## src/rtl/add_serial_nbit.sv

```systemverilog
// Digit-serial adder: adds two WIDTH-bit operands plus carry-in, STEP bits per clock.
// Optional subtract mode (a - b as a + ~b + 1) is enabled by defining ADD_SERIAL_SUB_EN.

module add_serial_digit #(
   parameter int STEP = 1
) (
   input  logic [STEP-1:0] a_dig,
   input  logic [STEP-1:0] b_dig,
   input  logic            cin,
   output logic [STEP-1:0] sum,
   output logic            cout,
   output logic            c_msb
);
   always_comb begin
      {cout, sum} = {1'b0, a_dig} + {1'b0, b_dig} + {{STEP{1'b0}}, cin};
      // Carry into the digit's top bit recovered from the sum bit itself.
      c_msb = sum[STEP-1] ^ a_dig[STEP-1] ^ b_dig[STEP-1];
   end
endmodule

module add_serial_nbit #(
   parameter int WIDTH = 8,
   parameter int STEP  = 1
) (
   input  logic             clk,
   input  logic             rst_n,
   input  logic             start,
   input  logic [WIDTH-1:0] a,
   input  logic [WIDTH-1:0] b,
   input  logic             cin,
`ifdef ADD_SERIAL_SUB_EN
   input  logic             sub,
`endif
   output logic             busy,
   output logic             done,
   output logic [WIDTH-1:0] s,
   output logic             cout,
   output logic             ovf
);
   localparam int STEP_C = (STEP < 1) ? 1 : STEP;
   localparam int N      = WIDTH / STEP_C;
   localparam int CW     = (N > 1) ? $clog2(N) : 1;
   localparam logic [CW-1:0] LAST = CW'(N - 1);

   if (STEP < 1 || STEP > WIDTH || (WIDTH % STEP_C) != 0) begin : g_bad_step
      $error("add_serial_nbit: STEP (%0d) must divide WIDTH (%0d)", STEP, WIDTH);
   end

   typedef enum logic [1:0] {
      ST_IDLE = 2'd0,
      ST_RUN  = 2'd1,
      ST_DONE = 2'd2
   } state_t;

   state_t           state_q, state_d;
   logic [CW-1:0]    cnt_q, cnt_d;
   logic             carry_q, carry_d;
   logic [WIDTH-1:0] a_sr_q, a_sr_d;
   logic [WIDTH-1:0] b_sr_q, b_sr_d;
   logic [WIDTH-1:0] res_q, res_d;
   logic             busy_q, busy_d;
   logic             done_q, done_d;
   logic [WIDTH-1:0] s_q, s_d;
   logic             cout_q, cout_d;
   logic             ovf_q, ovf_d;

   logic [WIDTH-1:0]  b_in;
   logic              c_in;
   logic [STEP_C-1:0] dig_sum;
   logic              dig_cout;
   logic              dig_cmsb;

   // Operand conditioning at capture time so the datapath only ever adds.
   always_comb begin
      b_in = b;
      c_in = cin;
`ifdef ADD_SERIAL_SUB_EN
      if (sub) begin
         b_in = ~b;
         c_in = 1'b1;
      end
`endif
   end

   add_serial_digit #(.STEP(STEP_C)) u_digit (
      .a_dig (a_sr_q[STEP_C-1:0]),
      .b_dig (b_sr_q[STEP_C-1:0]),
      .cin   (carry_q),
      .sum   (dig_sum),
      .cout  (dig_cout),
      .c_msb (dig_cmsb)
   );

   always_comb begin
      state_d = state_q;
      cnt_d   = cnt_q;
      carry_d = carry_q;
      a_sr_d  = a_sr_q;
      b_sr_d  = b_sr_q;
      res_d   = res_q;
      s_d     = s_q;
      cout_d  = cout_q;
      ovf_d   = ovf_q;
      case (state_q)
         ST_IDLE: begin
            if (start) begin
               a_sr_d  = a;
               b_sr_d  = b_in;
               carry_d = c_in;
               cnt_d   = '0;
               state_d = ST_RUN;
            end
         end
         ST_RUN: begin
            a_sr_d  = a_sr_q >> STEP_C;
            b_sr_d  = b_sr_q >> STEP_C;
            carry_d = dig_cout;
            res_d[int'(cnt_q) * STEP_C +: STEP_C] = dig_sum;
            cnt_d   = cnt_q + 1'b1;
            if (cnt_q == LAST) begin
               s_d     = res_d;
               cout_d  = dig_cout;
               ovf_d   = dig_cout ^ dig_cmsb;
               cnt_d   = '0;
               state_d = ST_DONE;
            end
         end
         ST_DONE: state_d = ST_IDLE;
         default: state_d = ST_IDLE;
      endcase
      busy_d = (state_d == ST_RUN);
      done_d = (state_d == ST_DONE);
   end

   always_ff @(posedge clk or negedge rst_n) begin
      if (!rst_n) begin
         state_q <= ST_IDLE;
         cnt_q   <= '0;
         carry_q <= 1'b0;
         a_sr_q  <= '0;
         b_sr_q  <= '0;
         res_q   <= '0;
         busy_q  <= 1'b0;
         done_q  <= 1'b0;
         s_q     <= '0;
         cout_q  <= 1'b0;
         ovf_q   <= 1'b0;
      end else begin
         state_q <= state_d;
         cnt_q   <= cnt_d;
         carry_q <= carry_d;
         a_sr_q  <= a_sr_d;
         b_sr_q  <= b_sr_d;
         res_q   <= res_d;
         busy_q  <= busy_d;
         done_q  <= done_d;
         s_q     <= s_d;
         cout_q  <= cout_d;
         ovf_q   <= ovf_d;
      end
   end

   assign busy = busy_q;
   assign done = done_q;
   assign s    = s_q;
   assign cout = cout_q;
   assign ovf  = ovf_q;
endmodule

```

## config.mk

```make
export PLATFORM = sky130hd
export DESIGN_NAME = add_serial_nbit
export DESIGN_NICKNAME = d
export VERILOG_FILES = /design/src/rtl/add_serial_nbit.sv
export SDC_FILE = /design/constraint.sdc
export NUM_CORES = 1
export LEC_CHECK = 0
export ABC_AREA = 1
export CAP_MARGIN = 20
export CELL_PAD_IN_SITES_DETAIL_PLACEMENT = 1
export CELL_PAD_IN_SITES_GLOBAL_PLACEMENT = 1
export CORE_UTILIZATION = 40
export DETAILED_ROUTE_END_ITERATION = 7
export PLACE_DENSITY_LB_ADDON = 0.25
export SLEW_MARGIN = 25
export SYNTH_ARGS = -nofsm -noshare
export SYNTH_HDL_FRONTEND = slang
export SYNTH_SLANG_ARGS = --single-unit
```

## constraint.sdc

```tcl
create_clock -name clk -period 2.1 [get_ports clk]
set_clock_uncertainty 0.1 [all_clocks]
set_input_delay 0.63 -clock clk [delete_from_list [all_inputs] [get_ports clk]]
set_output_delay 0.63 -clock clk [all_outputs]
set_load 0.1 [all_outputs]
```

==> results.sh <==
export IMPL_timing_rr_start="cnt_q[0]"
export IMPL_maxCapViolCount=0
export IMPL_cp_required_ns=2.15
export IMPL_synth_nets=262
export IMPL_drive_gt1_frac=0.1444
export IMPL_dr_pass1_iters=4
export IMPL_yosys_warnings=0
export IMPL_start_kind="flop"
export IMPL_hold_path_class="in2async"
export IMPL_cts_root_buf="clkbuf_8"
export IMPL_io_pins=32
export IMPL_status="complete, no violations"
export IMPL_synthCells=236
export IMPL_seqCellArea_sq_um=1052
export IMPL_synth_top_flop_cell="dfrtp_1"
export IMPL_fillers=577
export IMPL_vdd_drop_max_mv=0.5896
export IMPL_synth_edf_count=0
export IMPL_r2r_cells=7
export IMPL_totalPowerFinal_mw=4.917
export IMPL_max_clock_freq_ghz=0.5339
export IMPL_areaGrowthSynthToFinish_pct=28.35
export IMPL_drtIter0Drc=65
export IMPL_async_reset_ff_frac=1.000
export IMPL_via_per_inst=4.964
export IMPL_final_nets=295
export IMPL_reg2reg_setup_slack_ns=0.23
export IMPL_drt_total_wl_um=4672
export IMPL_fin_ws_ns=0.2268
export IMPL_grt_use_total=0.2050
export IMPL_leakage_nw=1.267
export IMPL_finalCritPeriodShare=0.8920
export IMPL_cts_buffer_depth=2
export IMPL_htreeDepth=2
export IMPL_critPathKind="reg2reg"
export IMPL_cp_end_kind="flop"
export IMPL_overflow=0
export IMPL_ant_nets=0
export IMPL_rows=25
export IMPL_clk_latency_ns=0.29
export IMPL_yosysUniqueCellTypes=29
export IMPL_rsz0062_at_grt="false"
export IMPL_start_util=0.4261
export IMPL_finalHoldViolations=0
export IMPL_period_minus_slack_ns=1.873
export IMPL_postCtsSetupRepairBufs=0
export IMPL_die_h_um=73.87
export IMPL_place_gp_congestion=0.7638
export IMPL_tightest_slew_ns=0.5407
export IMPL_die_area_sq_um=5456
export IMPL_yosysSeqAreaShare=0.5088
export IMPL_worstPathMaxFanout=7
export IMPL_grt_pass1_vias=1843
export IMPL_cp_data_arrival_time_ns=1.92
export IMPL_drc=0
export IMPL_dp_cells=329
export IMPL_wl_per_cell_um=13.86
export IMPL_hpwl_um=3429
export IMPL_grt_pass1_wl_um=8328
export IMPL_stdcell_count=337
export IMPL_design_area_sq_um=2651
export IMPL_fin_util=0.5468
export IMPL_multi_input_area_sq_um=862.1
export IMPL_clk_pin_slew_worst_paths_ns=0.08
export IMPL_grt_max_degree=43
export IMPL_io_buffers=31
export IMPL_antenna_found_initial=0
export IMPL_whs_ns=0.3079
export IMPL_finalSetupTns_ns=0
export IMPL_synth_seq_cells=42
export IMPL_antenna_cells=0
export IMPL_cts_tree="yes"
export IMPL_cts_buffers=5
export IMPL_core_sq_um=4848
export IMPL_syn_avg_cell_area_sq_um=8.753
export IMPL_place_ws_ns=0.06456
export IMPL_dpl_cell_area_sq_um=2540
export IMPL_clock_sinks=42
export IMPL_drv_slew=0
export IMPL_setup_viol=0
export IMPL_die_x_um=73.87
export IMPL_slew_headroom=0.6396
export IMPL_power_density_nw_per_um2=1855
export IMPL_rr_endpoint="res_q[7]"
export IMPL_netlist_area_sq_um=2066
export IMPL_vias=1673
-- repair_timing --
| item | 4_1_cts | 5_1_grt |
|---|---|---|
| endpoints found under the setup margin | 0 | 2 |
| hold buffers | 0 | 0 |
| resized for setup | 0 | 1 |
| hold endpoints to repair | 0 | 0 |
-- sequential cells by signal, summed over array words and instances (netlist names) --
name     count
a_sr_q       8
state_q      2
done         1
carry_q      1
s            8
ovf          1
cout         1
res_q        8
b_sr_q       8
cnt_q        3
busy         1
-- per-layer routing --
metal | share of wire | vias to the layer above | track usage
met5 | 0 | - | 0
met4 | 0.0096 | 0 | 0.05128
met3 | 0.023 | 4 | 0.04252
met2 | 0.52 | 24 | 0.3700
met1 | 0.45 | 813 | 0.2476
li1 | - | 832 | -
-- cell usage after synthesis, types with 2 or more instances --
master	n	area [sq um]
buf_2	4	20.02
o21ai_0	13	65.06
inv_1	21	78.83
inv_2	4	15.01
a211oi_2	3	37.54
nor3_1	9	45.04
dfrtp_1	42	1051
nand2_1	68	255.2
a211oi_1	6	45.04
nand4_1	2	12.51
ha_1	5	62.56
o21ai_1	6	30.03
nand2_4	2	22.52
nand3_1	18	90.09
buf_6	2	22.52
nor2_1	16	60.06
o21bai_1	3	22.52
-- placed cells by master, fill, tap and decap left out, drive strengths merged, types with 5 or more instances in the layout --
cell type      count
nand2             72
dfrtp             42
inv               26
o21ai             19
nand3             18
clkdlybuf4s50     18
nor2              18
buf               15
nor3              10
a211oi             9
clkbuf             8
ha                 5
-- worst max-delay path, cell delays in order (launching register included) --
cell     delay (ns)
dfrtp_2        0.42
inv_2          0.09
ha_1           0.22
ha_1           0.32
inv_1          0.18
nand2_1        0.10
o21ai_1        0.18
o21ai_0        0.12
-- final cells by class --
| cell class | instances | share of cell area |
|---|---|---|
| flip-flops and latches | 42 | 0.3969 |
| multi-input cells | 161 | 0.3252 |
| repair buffers | 33 | 0.1661 |
| clock buffers | 8 | 0.04153 |
| inverters | 26 | 0.03870 |
| well taps | 67 | 0.03162 |
-- report_power, final --
| group | switching (mW) | internal (mW) |
|---|---|---|
| sequential | 0.242 | 1.17 |
| combinational | 1.93 | 0.967 |
| clock | 0.271 | 0.332 |
| total | 2.44 | 2.47 |
-- how the worst max path moves through the flow --
| stage | start | endpoint | slack [ns] | cells after the start |
|---|---|---|---|---|
| floorplan | cnt_q[0] | s[1] | 0.36 | 8 |
| global placement | start | b_sr_q[5] | 0.14 | 5 |
| detailed placement | start | b_sr_q[5] | 0.06 | 5 |
| CTS | cnt_q[0] | res_q[7] | 0.16 | 7 |
| global route | cnt_q[0] | res_q[5] | 0.06 | 9 |
| finish | cnt_q[0] | res_q[7] | 0.23 | 7 |
-- cell families after synthesis --
kind of cell             share of synthesized area
AO/OA/AOI/OAI                               0.1078
XOR/XNOR                                  0.004241
adder cells (fa/ha/maj)                    0.03998
buffers and inverters                      0.07390
flip-flops                                  0.5088
AND/OR/NAND/NOR                             0.2653
Power figures use the tool's default switching activity.
